===== config.mk =====
export PLATFORM = sky130hd
export DESIGN_NAME = inst_fetch_unit
export DESIGN_NICKNAME = d
export VERILOG_FILES = /design/src/rtl/ifu_pkg.sv /design/src/rtl/ifu_fifo.sv /design/src/rtl/inst_fetch_unit.sv
export SDC_FILE = /design/constraint.sdc
export NUM_CORES = 1
export LEC_CHECK = 0
export ABC_CLOCK_PERIOD_IN_PS = 6200
export CAP_MARGIN = 20
export CELL_PAD_IN_SITES_DETAIL_PLACEMENT = 1
export CELL_PAD_IN_SITES_GLOBAL_PLACEMENT = 2
export CORE_ASPECT_RATIO = 1.2
export CORE_MARGIN = 4
export CORE_UTILIZATION = 38
export CTS_CLUSTER_DIAMETER = 100
export DETAILED_ROUTE_END_ITERATION = 10
export PLACE_DENSITY = 0.91
export SLEW_MARGIN = 5
export SYNTH_ARGS = -nofsm -noshare
export SYNTH_HDL_FRONTEND = slang
export SYNTH_HIERARCHICAL = 1
export SYNTH_SLANG_ARGS = --single-unit
export TNS_END_PERCENT = 100

===== constraint.sdc =====
create_clock -name clk_i -period 6.2 [get_ports clk_i]
set_clock_uncertainty 0.2 [all_clocks]
set_input_delay 1.24 -clock clk_i [delete_from_list [all_inputs] [get_ports clk_i]]
set_output_delay 1.24 -clock clk_i [all_outputs]
set_load 0.1 [all_outputs]

===== src/rtl/ifu_pkg.sv =====
// Shared types and constants for the instruction fetch unit.
package ifu_pkg;

    localparam int unsigned     XLEN     = 32;
    localparam logic [XLEN-1:0] INST_NOP = 32'h0000_0013;
    localparam logic [XLEN-1:0] PC_STEP  = 32'd4;

    // One buffered instruction together with the address it was fetched from
    typedef struct packed {
        logic [31:0] pc;
        logic [31:0] inst;
    } fetch_entry_t;

endpackage


===== src/rtl/ifu_fifo.sv =====
// Small synchronous FIFO with flush, used both as the instruction buffer and as the
// queue of PC tags for outstanding memory requests. Depth must be a power of two >= 2.
module ifu_fifo #(
    parameter int unsigned Width = 32,
    parameter int unsigned Depth = 2
) (
    input  logic                       clk_i,
    input  logic                       rst_ni,
    input  logic                       flush_i,
    input  logic                       push_i,
    input  logic [Width-1:0]           data_i,
    input  logic                       pop_i,
    output logic [Width-1:0]           data_o,
    output logic [$clog2(Depth+1)-1:0] count_o
);

    localparam int unsigned     PtrW = $clog2(Depth);
    localparam int unsigned     CntW = $clog2(Depth + 1);
    localparam logic [CntW-1:0] Full = CntW'(Depth);

    logic [Width-1:0] mem_q [Depth];
    logic [PtrW-1:0]  rptr_q, rptr_d;
    logic [PtrW-1:0]  wptr_q, wptr_d;
    logic [CntW-1:0]  count_q, count_d;
    logic             do_push, do_pop;

    // Flush wins over push/pop; a pop already handed to the reader is simply discarded
    assign do_push = push_i && !flush_i && (count_q != Full);
    assign do_pop  = pop_i && !flush_i && (count_q != '0);

    // Pointer and occupancy next state
    always_comb begin
        rptr_d  = rptr_q;
        wptr_d  = wptr_q;
        count_d = count_q;
        if (flush_i) begin
            rptr_d  = '0;
            wptr_d  = '0;
            count_d = '0;
        end else begin
            if (do_push) wptr_d = wptr_q + PtrW'(1);
            if (do_pop)  rptr_d = rptr_q + PtrW'(1);
            count_d = count_q + CntW'(do_push) - CntW'(do_pop);
        end
    end

    // Pointer and occupancy registers
    always_ff @(posedge clk_i or negedge rst_ni) begin
        if (!rst_ni) begin
            rptr_q  <= '0;
            wptr_q  <= '0;
            count_q <= '0;
        end else begin
            rptr_q  <= rptr_d;
            wptr_q  <= wptr_d;
            count_q <= count_d;
        end
    end

    // Storage needs no reset; entries are only observed while counted valid
    always_ff @(posedge clk_i) begin
        if (do_push) mem_q[wptr_q] <= data_i;
    end

    assign data_o  = mem_q[rptr_q];
    assign count_o = count_q;

endmodule


===== src/rtl/inst_fetch_unit.sv =====
// Instruction fetch stage: holds the PC, issues in-order word fetches under a credit limit,
// tags each request with its PC and buffers returned words for decode. Redirects flush all
// buffered state and mark outstanding responses for discard.
// Optional build macro IFU_MISALIGN_CHECK_EN: a misaligned redirect raises fetch_fault and
// halts fetching until the next aligned redirect; otherwise target bits [1:0] are ignored.
module inst_fetch_unit
    import ifu_pkg::*;
#(
    parameter logic [31:0] RESET_PC   = 32'h0000_0000,
    parameter int unsigned FIFO_DEPTH = 2
) (
    input  logic            clk_i,
    input  logic            rst_ni,
    output logic            imem_req_valid_o,
    output logic [XLEN-1:0] imem_req_addr_o,
    input  logic            imem_req_ready_i,
    input  logic            imem_rsp_valid_i,
    input  logic [XLEN-1:0] imem_rsp_data_i,
    input  logic            redirect_i,
    input  logic [XLEN-1:0] redirect_pc_i,
    output logic            inst_valid_o,
    output logic [XLEN-1:0] inst_o,
    output logic [XLEN-1:0] inst_pc_o,
    input  logic            inst_ready_i,
    output logic            fetch_fault_o
);

    localparam int unsigned   CntW   = $clog2(FIFO_DEPTH + 1);
    localparam int unsigned   DropW  = 16;
    localparam logic [CntW:0] Credit = (CntW + 1)'(FIFO_DEPTH);

    logic [XLEN-1:0]  pc_q, pc_d;
    logic [DropW-1:0] drop_q, drop_d;
    logic [CntW-1:0]  inflight;    // PC queue occupancy == requests awaiting a kept response
    logic [CntW-1:0]  fifo_count;
    logic [XLEN-1:0]  tag_pc;
    logic [XLEN-1:0]  redirect_tgt;
    fetch_entry_t     rsp_entry, head;
    logic             req_fire, rsp_keep, out_fire, halted;

`ifdef IFU_MISALIGN_CHECK_EN
    logic halted_q, halted_d;

    assign halted        = halted_q;
    assign redirect_tgt  = redirect_pc_i;
    assign fetch_fault_o = halted_q;   // fault and halt always set and clear together

    // Only a redirect can enter or leave the halted state
    always_comb begin
        halted_d = halted_q;
        if (redirect_i) halted_d = |redirect_pc_i[1:0];
    end

    // Halt/fault register
    always_ff @(posedge clk_i or negedge rst_ni) begin
        if (!rst_ni) halted_q <= 1'b0;
        else         halted_q <= halted_d;
    end
`else
    logic unused_pc_lsb;

    assign unused_pc_lsb = ^redirect_pc_i[1:0];
    assign halted        = 1'b0;
    assign redirect_tgt  = {redirect_pc_i[XLEN-1:2], 2'b00};
    assign fetch_fault_o = 1'b0;
`endif

    // Reset gates the request so nothing is offered to memory while rst_ni is low
    assign imem_req_valid_o = rst_ni && !halted && (({1'b0, inflight} + {1'b0, fifo_count}) < Credit);
    assign imem_req_addr_o  = pc_q;

    assign req_fire  = imem_req_valid_o && imem_req_ready_i;
    assign rsp_keep  = imem_rsp_valid_i && !redirect_i && (drop_q == '0);
    assign out_fire  = inst_valid_o && inst_ready_i;
    assign rsp_entry = '{pc: tag_pc, inst: imem_rsp_data_i};

    assign inst_valid_o = (fifo_count != '0);
    assign inst_o       = inst_valid_o ? head.inst : INST_NOP;
    assign inst_pc_o    = inst_valid_o ? head.pc : RESET_PC;

    ifu_fifo #(
        .Width (XLEN),
        .Depth (FIFO_DEPTH)
    ) u_pc_queue (
        .clk_i   (clk_i),
        .rst_ni  (rst_ni),
        .flush_i (redirect_i),
        .push_i  (req_fire),
        .data_i  (pc_q),
        .pop_i   (rsp_keep),
        .data_o  (tag_pc),
        .count_o (inflight)
    );

    ifu_fifo #(
        .Width ($bits(fetch_entry_t)),
        .Depth (FIFO_DEPTH)
    ) u_inst_fifo (
        .clk_i   (clk_i),
        .rst_ni  (rst_ni),
        .flush_i (redirect_i),
        .push_i  (rsp_keep),
        .data_i  (rsp_entry),
        .pop_i   (out_fire),
        .data_o  (head),
        .count_o (fifo_count)
    );

    // PC advance and stale-response accounting; a redirect moves every outstanding
    // request (including one accepted this cycle) into drop, less a response arriving now
    always_comb begin
        pc_d   = pc_q;
        drop_d = drop_q;
        if (redirect_i) begin
            pc_d   = redirect_tgt;
            drop_d = drop_q + DropW'(inflight) + DropW'(req_fire) - DropW'(imem_rsp_valid_i);
        end else begin
            if (req_fire) pc_d = pc_q + PC_STEP;
            if (imem_rsp_valid_i && (drop_q != '0)) drop_d = drop_q - 1'b1;
        end
    end

    // PC and drop counter registers
    always_ff @(posedge clk_i or negedge rst_ni) begin
        if (!rst_ni) begin
            pc_q   <= RESET_PC;
            drop_q <= '0;
        end else begin
            pc_q   <= pc_d;
            drop_q <= drop_d;
        end
    end

endmodule


# --- Yosys cells after proc, flatten, opt, wreduce, memory -nomap -nowiden ---
# Memories as Yosys holds them, arrays and structs flattened.
# Index checks and enable logic that the tools add are counted.
word_totals:
  regBits: 56
  memories: 2
  inputBits: 70
  out_inout_bits: 99
  elab_cells: 71
  ram_bits: 192
classes:
  magnitude_cmp: 1
  n_reduce_logical: 24
  eq_ne: 2
  add_sub_neg: 14
  muxes: 20
memory_table:
  columns: ["memory", "depth", "word_bits", "read_ports", "rd_clocked_by_memory_dff", "wr", "line_no", "text"]
  rows:
  - ["u_inst_fifo.mem_q", 2, 64, 1, 0, 1, "ifu_fifo.sv:21", "logic [Width-1:0] mem_q [Depth];"]
  - ["u_pc_queue.mem_q", 2, 32, 1, 0, 1, "ifu_fifo.sv:21", null]
ops:
  columns: ["cell", "n"]
  rows:
  - ["32-bit 2-to-1 mux", 4]
  - ["32-bit by 3-bit adder with 32-bit output, second input constant", 1]
  - ["16-bit 2-to-1 mux", 2]
  - ["16-bit by 1-bit adder with 16-bit output", 1]
  - ["16-bit by 2-bit adder with 16-bit output", 1]
  - ["16-bit logical NOT", 1]
  - ["16-bit nonzero test", 1]
  - ["2-bit nonzero test", 8]
  - ["16-bit by 1-bit subtractor with 16-bit output", 1]
  - ["16-bit by 1-bit subtractor with 16-bit output, second input constant", 1]
  - ["1-bit logical AND", 13]
  - ["1-bit 2-to-1 mux", 12]
  - ["1-bit adder, second input constant", 4]
  - ["2-bit by 1-bit adder with 2-bit output", 2]
  - ["2-bit 2-to-1 mux", 2]
  - ["2-bit != test, second input constant", 2]
  - ["2-bit by 1-bit subtractor with 2-bit output", 2]
  - ["2-bit by 2-bit adder with 3-bit output", 1]
  - ["3-bit by 2-bit less-than comparator with 1-bit output, second input constant", 1]
  - ["1-bit logical NOT", 1]

# --- Longest topological paths before layout ---
# Gate-level depths: netlist of run 1.
depth:
  depth_word: 9
  mapped_depth: 12
  ltp_nobuf: 12

# --- Hierarchy ---
# The synthesis of run 1 kept the hierarchy.
modules_own_cells:
  columns: ["module", "area_per_inst_um2", "n_inst", "seq_area_each_um2", "cells_each"]
  rows:
  - ["ifu_fifo (u_inst_fifo)", 5044.8, 1, 3943.8, 222]
  - ["inst_fetch_unit", 3995.1, 1, 1151.1, 493]
  - ["ifu_fifo (u_pc_queue)", 2682.6, 1, 2021.9, 123]

# --- Least setup slack after synthesis of run 1 ---
# OpenSTA, ideal clock, no wires.
synth_path:
  kind: "input port to flip-flop"
  from: "input redirect_i"
  to: "memory u_inst_fifo/mem_q[0][0] (netlist bit) (enable)"
  arrival_time_ns: 4.921
  n_path_buf: 2
  setup_time_ns: 0.487
  t_required_ns: 5.513
  path_stages: 5
  setup_slack_ns: 0.592
  path_cell_list: "clkbuf_1 -> buf_1 -> nor4_1 -> nand3b_1 -> nor2_1"
synth_via:
  elab_chain_len: 7
synth_lines:
  columns: ["element", "line_no", "text"]
  rows:
  - ["start, declared", "inst_fetch_unit.sv:19", "input logic redirect_i,"]
  - ["1-bit logical NOT", "inst_fetch_unit.sv:73", "assign rsp_keep = imem_rsp_valid_i && !redirect_i && (drop_q == '0);"]
  - ["1-bit logical AND (2 in a row)", "inst_fetch_unit.sv:73", null]
  - ["net rsp_keep", "inst_fetch_unit.sv:39", "logic req_fire, rsp_keep, out_fire, halted;"]
  - ["1-bit logical AND (2 in a row)", "ifu_fifo.sv:28", "assign do_push = push_i && !flush_i && (count_q != Full);"]
  - ["1-bit 2-to-1 mux", "ifu_fifo.sv:62", "if (do_push) mem_q[wptr_q] <= data_i;"]
  - ["1-bit 2-to-1 mux (implied by the code)", "ifu_fifo.sv:62", null]
  - ["end, declared", "ifu_fifo.sv:21", null]
# The timed path passes the listed nets, and every way through them passes these cells.

==> impl_results.rst, run 1 <==
.. list-table::
   :header-rows: 1

   * - Metric
     - Value
   * - Outcome
     - finished, final reports clean
   * - Overall track demand over capacity in global routing
     - 15.90%
   * - Share of the synthesized area in the top cell type
     - 49.18%
   * - Most common cell after layout, fill and taps aside
     - edfxtp_1
   * - Unique cell type count in the Yosys netlist
     - 56
   * - Standard cell core area
     - 0.03048 mm2
   * - Antenna violations before repair
     - 0
   * - Highest net fanout along the worst path
     - 53
   * - Met2 demand-to-capacity share in global routing
     - 27.81%
   * - Vias per cell
     - 4.944
   * - Share of cells above drive strength 1
     - 14.95%
   * - Headroom to the max-slew limit
     - 26.80%
   * - CTS Buf Count
     - 26
   * - Type of the worst setup path
     - reg -> out
   * - Number of diodes added for antenna fixing
     - 0
   * - Site Rows
     - 70
   * - Setup WS post-layout
     - 1.385 ns
   * - Arrival time at the worst endpoint
     - 3.38 ns
   * - Largest net degree at the start of global routing
     - 93
   * - Share of flip-flops with an asynchronous set or reset
     - 21.95%
   * - CTS clock-pin slew for the worst setup and hold paths
     - 0.06 ns
   * - Synthesis-to-finish area growth
     - 24.13%
   * - Number of nets still failing antenna checks after routing
     - 0
   * - Y dimension of the die
     - 200.4 um
   * - Number of port buffers
     - 163
   * - Clock sink count
     - 246
   * - Via Count
     - 7050
   * - Router iterations before antenna repair
     - 4
   * - Unrepaired setup endpoints after global routing
     - false
   * - Met3 demand-to-capacity share in global routing
     - 1.974%
   * - Area taken by multi-input logic gates
     - 0.004270 mm2
   * - Initial Utilization
     - 38.46%
   * - Post-synthesis cell count
     - 838
   * - Most instantiated flip-flop cell in the synthesis netlist
     - edfxtp_1
   * - Die X-Extent
     - 168.3 um
   * - PostCTS Resize Cnt
     - 0
   * - Leakage
     - 5.322 nW
   * - Clk buf depth
     - 3
   * - Maximum VDD drop
     - 0.2374 mV
   * - Mapped Area
     - 0.01172 mm2
   * - Pin slew with the least headroom to its limit
     - 1.098 ns
   * - Yosys Warn Count
     - 6
   * - Final count of hold timing violations
     - 0
   * - Worst setup timing slack at the placement stage
     - 1.466 ns
   * - Leading cell types by total area after synthesis
     - edfxtp_1, dfrtp_1, mux2_4, ha_1, and2_1
   * - Global routing's busiest layer
     - met2
   * - Fillers
     - 3108
   * - Slew Viols, Final
     - 0
   * - Count of routing violations after the opening detailed-route iteration
     - 326
   * - Vias in the first global route
     - 7581
   * - Root buffer cell
     - clkbuf_16
   * - Endpoint required time on the critical path
     - 4.76 ns
   * - Num ports
     - 169
   * - Part of the cycle the worst path needs
     - 77.66%
   * - Dpl hpwl
     - 18.44 mm
   * - Average wire per standard cell
     - 19.09 um
   * - Achievable frequency
     - 207.7 MHz
   * - Total routed wirelength
     - 27.22 mm
   * - CTS Hold Bufs
     - 0
   * - Synthesized area divided by synthesized cell count
     - 13.99 um2
   * - CP endpoint kind
     - output pin
   * - Source-to-sink clock delay at the later pin of the worst-skew pair
     - 0.52 ns
   * - Clock tree from TritonCTS
     - done
   * - Most frequent cells in the layout
     - edfxtp_1, clkdlybuf4s50_1, mux2_4
   * - Total gr overflow
     - 0
   * - Minimum clock period after layout
     - 4.815 ns
   * - Class of the worst hold path
     - reg -> reg
   * - Htree depth
     - 1
   * - Sequential cell area
     - 0.007122 mm2
   * - Area of the die
     - 0.03373 mm2
   * - Total power
     - 4.818 mW
   * - Startpoint kind of the worst setup timing path
     - flip-flop
   * - Met1 demand-to-capacity share in global routing
     - 20.92%
   * - Number of DRC violations after detailed routing
     - 0
   * - Worst slack on hold paths
     - 0.3411 ns
   * - Final-stage net count
     - 1118
   * - Final setup fails
     - 0
   * - PD cells
     - 331.1 mW/mm2
   * - Wire length of the first global-routing pass
     - 43.03 mm
   * - Post-CTS Repair Setup Buffers
     - 0
   * - Sequential cell area fraction in the yosys report
     - 60.71%
   * - Max-cap violation count
     - 0
   * - Number of flip-flops and latches in the synthesized netlist
     - 246
   * - Number of enable flip-flop cells after synthesis
     - 192
   * - Final-layout setup total negative slack
     - 0 ns
   * - Synth area leader
     - edfxtp_1
   * - Final core utilization
     - 47.74%
   * - RePlAce Congestion
     - 0.8405
metal layers:
| metal | vias to the layer above | share of wire, % |
|---|---|---|
| li1 | 3333 | - |
| met1 | 3533 | 43 |
| met2 | 155 | 51 |
| met3 | 29 | 3.8 |
| met4 | 0 | 2.0 |
| met5 | - | 0 |
worst paths after layout:
path,start,to,slack [ns],depth (start not counted)
max,u_inst_fifo/rptr_q,inst_o[9],1.38,4
min,u_inst_fifo/wptr_q,u_inst_fifo/wptr_q,0.34,1
max reg2reg,u_pc_queue/count_o[0],drop_q[14],2.21,11
min reg2reg,u_inst_fifo/wptr_q,u_inst_fifo/wptr_q,0.34,1
max in group asynchronous,rst_ni,imem_req_addr_o[25],4.37,2
min in group asynchronous,rst_ni,drop_q[1],0.45,1
critical path, cell delays in order, from the launching register on:
cell             delay, ns
dfrtp_4               1.05
buf_4                 0.34
mux2_4                0.17
and2_1                0.11
clkdlybuf4s50_1       1.13
sequential cells by signal, indices dropped and copies added, names as in the netlist:
signal / count
drop_q: 16
u_inst_fifo/mem_q: 128
u_inst_fifo/rptr_q: 1
u_pc_queue/wptr_q: 1
u_inst_fifo/wptr_q: 1
u_inst_fifo/count_o: 2
u_pc_queue/count_o: 2
u_pc_queue/rptr_q: 1
imem_req_addr_o: 30
u_pc_queue/mem_q: 64
logic make-up after synthesis:
family,after synthesis,synth area share [%]
adder cells (fa/ha/maj),38,4.248
other,1,0.03199
buffers and inverters,73,3.309
AND/OR/NAND/NOR,233,10.60
multiplexers,99,12.01
XOR/XNOR,61,4.558
flip-flops,246,60.71
AO/OA/AOI/OAI,87,4.536
cell type report:
type | count | area share (%)
clock inverters | 14 | 0.8340
inverters | 41 | 1.058
flip-flops and latches | 246 | 48.94
well taps | 396 | 3.405
multi-input cells | 525 | 29.35
clock buffers | 34 | 4.824
repair buffers | 170 | 11.59
through the flow:
step / area, um2 / instances
after global routing: 14550 / 1426
after floorplan: 11750 / 844
after global placement: 13710 / 1377
final: 14550 / 1426
after detailed placement: 13710 / 1377
after CTS: 14530 / 1425
synth_stat cells, drive strengths merged (2+ instances only):
library cell,n
inv,39
nor2,33
o21bai,4
nand2,58
fa,3
and4,2
xor2,25
a211oi,5
clkinv,2
ha,35
mux2,96
clkbuf,17
edfxtp,192
mux2i,3
and2,66
nor4,7
nor3,9
nand2b,10
o311ai,2
nand4,12
a21oi,14
nor2b,7
nand3,14
o21a,2
a311oi,2
and3,7
a2bb2oi,3
xnor2,36
nand3b,2
o21ba,2
buf,15
dfrtp,54
o21ai,42
o31ai,4
power by group:
part | internal [mW] | switching, mW | leakage [nW]
Clock | 0.881 | 0.616 | 0.404
Sequential | 1.87 | 0.0869 | 2.40
Combinational | 0.556 | 0.806 | 2.52
Total | 3.31 | 1.51 | 5.32
Note: power is estimated with default switching activity, not from simulation.
==> run 2: changes to the inputs <==
- ABC_CLOCK_PERIOD_IN_PS: 6200 -> 4490
- clock period: 6.2 -> 4.49 ns (I/O delays scaled with it)
==> run 2 against run 1 <==
  * Sequential cell count unchanged
  * Routed wire length increased by 3.2%
  * Register-to-register slack got worse by 1.4 ns
  * Via count increased by 0.81%
  * Utilization decreased by 0.42 points
  * Hold slack improved by 0.0026 ns
  * Combinational power increased by 40%
  * Cell count increased by 0.28%
  * Count of clock-buffer cells in the layout unchanged
  * Clock power increased by 34%
  * Critical path type is now reg -> reg
==> impl_results.rst, run 2 (same netlist as run 1, synthesis figures left out) <==
.. list-table::
   :header-rows: 1

   * - Metric
     - Value
   * - Root buffer cell
     - clkbuf_16
   * - Number of diodes added for antenna fixing
     - 0 (unchanged)
   * - Count of routing violations after the opening detailed-route iteration
     - 342 (+4.9%)
   * - RePlAce Congestion
     - 0.8318 (-1.0%)
   * - Outcome
     - finished, final reports clean
   * - Number of DRC violations after detailed routing
     - 0 (unchanged)
   * - Area of the die
     - 0.03373 mm2 (unchanged)
   * - Unrepaired setup endpoints after global routing
     - false
   * - Top layer reached by signal wires
     - met4
   * - Fillers
     - 3127 (+0.61%)
   * - Y dimension of the die
     - 200.4 um (unchanged)
   * - Endpoint required time on the critical path
     - 4.68 ns (-0.08 ns)
   * - Wire length on met2
     - 14.50 mm (+3.6%)
   * - Largest register FFs
     - 128 (unchanged)
   * - Pin slew with the least headroom to its limit
     - 1.074 ns (-0.02417 ns)
   * - Average wire per standard cell
     - 19.65 um (+2.9%)
   * - Initial Utilization
     - 38.46% (unchanged)
   * - Highest net fanout along the worst path
     - 5 (-91%)
   * - CTS Hold Bufs
     - 0 (unchanged)
   * - Vias per cell
     - 4.970 (+0.53%)
   * - Die X-Extent
     - 168.3 um (unchanged)
   * - Class of the worst hold path
     - reg -> reg
   * - Minimum clock period after layout
     - 3.653 ns
   * - Dpl hpwl
     - 19.83 mm (+7.5%)
   * - Final-stage net count
     - 1123 (+0.45%)
   * - Biggest register
     - u_inst_fifo/mem_q
   * - PostCTS Resize Cnt
     - 0 (unchanged)
   * - Worst Hold Launch
     - u_inst_fifo/wptr_q
   * - Antenna violations before repair
     - 0 (unchanged)
   * - Achievable frequency
     - 273.7 MHz
   * - Origin of the worst setup path
     - u_pc_queue/count_o[0]
   * - Most frequent cells in the layout
     - edfxtp_1, clkdlybuf4s50_1, mux2_4
   * - Router iterations before antenna repair
     - 4 (unchanged)
   * - Worst slack on hold paths
     - 0.3437 ns (+0.002649 ns)
   * - Detailed route wirelength on metal3
     - 1.164 mm (+11%)
   * - Source-to-sink clock delay at the later pin of the worst-skew pair
     - 0.53 ns (about the same)
   * - Htree depth
     - 1 (unchanged)
   * - Clk buf depth
     - 3 (unchanged)
   * - Via Count
     - 7107 (+0.81%)
   * - Max-cap violation count
     - 0 (unchanged)
   * - Detailed-route wire length on metal 1
     - 11.79 mm (+1.2%)
   * - Synthesis-to-finish area growth
     - 23.04%
   * - Largest net degree at the start of global routing
     - 76 (-18%)
   * - Headroom to the max-slew limit
     - 28.18% (+1.4 points)
   * - Wire length of the first global-routing pass
     - 44.37 mm (+3.1%)
   * - PD cells
     - 458.6 mW/mm2 (+38%)
   * - Number of nets still failing antenna checks after routing
     - 0 (unchanged)
   * - Arrival time at the worst endpoint
     - 3.84 ns (+0.46 ns)
   * - Site Rows
     - 70 (unchanged)
   * - Setup WS post-layout
     - 0.8366 ns (-0.5483 ns)
   * - Num ports
     - 169 (unchanged)
   * - Vias in the first global route
     - 7843 (+3.5%)
   * - Final count of hold timing violations
     - 0 (unchanged)
   * - Final-layout setup total negative slack
     - 0 ns (unchanged)
   * - Leakage
     - 5.477 nW (+2.9%)
   * - Number of port buffers
     - 163 (unchanged)
   * - Slew Viols, Final
     - 0 (unchanged)
   * - Type of the worst setup path
     - reg -> reg
   * - Total routed wirelength
     - 28.10 mm (+3.2%)
   * - Share of cells above drive strength 1
     - 22.15% (+7.2 points)
   * - Final setup fails
     - 0 (unchanged)
   * - Post-CTS Repair Setup Buffers
     - 0 (unchanged)
   * - Maximum VDD drop
     - 0.2926 mV (+23%)
   * - R2R Path Start
     - u_pc_queue/count_o[0]
   * - Startpoint kind of the worst setup timing path
     - flip-flop
   * - Standard cell core area
     - 0.03048 mm2 (unchanged)
   * - CTS clock-pin slew for the worst setup and hold paths
     - 0.06 ns (about the same)
   * - CTS Buf Count
     - 26 (unchanged)
   * - Part of the cycle the worst path needs
     - 81.37%
   * - Worst setup timing slack at the placement stage
     - 0.4880 ns (-0.9783 ns)
   * - Most common cell after layout, fill and taps aside
     - edfxtp_1
   * - CP endpoint kind
     - flip-flop
   * - Total gr overflow
     - 0 (unchanged)
   * - Clock tree from TritonCTS
     - done
   * - Clock sink count
     - 246 (unchanged)
   * - Overall track demand over capacity in global routing
     - 16.40% (+0.50 points)
run 2: area by class of cell:
class | instances | area (um2) | share of cell area, %
flip-flops and latches | 246 | 7122 | 49.38
multi-input cells | 525 | 4270 | 29.61
repair buffers | 175 | 1584 | 10.98
clock buffers | 34 | 700.7 | 4.858
well taps | 396 | 495.5 | 3.435
inverters | 41 | 153.9 | 1.067
clock inverters | 13 | 97.59 | 0.6766
run 2: worst paths after layout:
path                            cells after the start  slack, ns                endpoint
worst max-delay path                               11       0.84              drop_q[14]
worst min-delay path                                1       0.34      u_inst_fifo/wptr_q
worst max register to register                     11       0.84              drop_q[14]
worst min register to register                      1       0.34      u_inst_fifo/wptr_q
max in group asynchronous                           2       3.02      u_inst_fifo/rptr_q
min in group asynchronous                           2       0.49  u_inst_fifo/count_o[0]
run 2: metrics by stage:
stage               instances  instance area [um2]  util [%]  total power, mW
detailed placement       1383                13630     44.70            4.650
global placement         1383                13630     44.70            4.598
CTS                      1430                14420     47.32            6.696
finish                   1430                14420     47.32            6.615
global route             1430                14420     47.32            6.996
floorplan                 844                11750         -            4.152
run 2: routing by layer:
metal  vias up  global-route usage [%]
li1       3342                       -
met1      3571                   20.57
met2       158                   29.62
met3        36                   2.290
met4         0                   4.291
met5         -                       0
run 2: critical path, stage by stage (launching register included):
cell and delay (ns):
dfrtp_1 0.42, and2_1 0.18, fa_1 0.45, nand4bb_1 0.27, fa_1 0.48, fa_1 0.42
nor2b_1 0.19, o31ai_1 0.12, o22ai_1 0.37, o31ai_1 0.16, xnor2_1 0.17, a21oi_1 0.08
run 2: power by group:
part | internal, mW | leakage, nW | switching (mW)
combinational | 0.772 | 2.68 | 1.13
clock | 1.11 | 0.399 | 0.897
sequential | 2.58 | 2.40 | 0.121
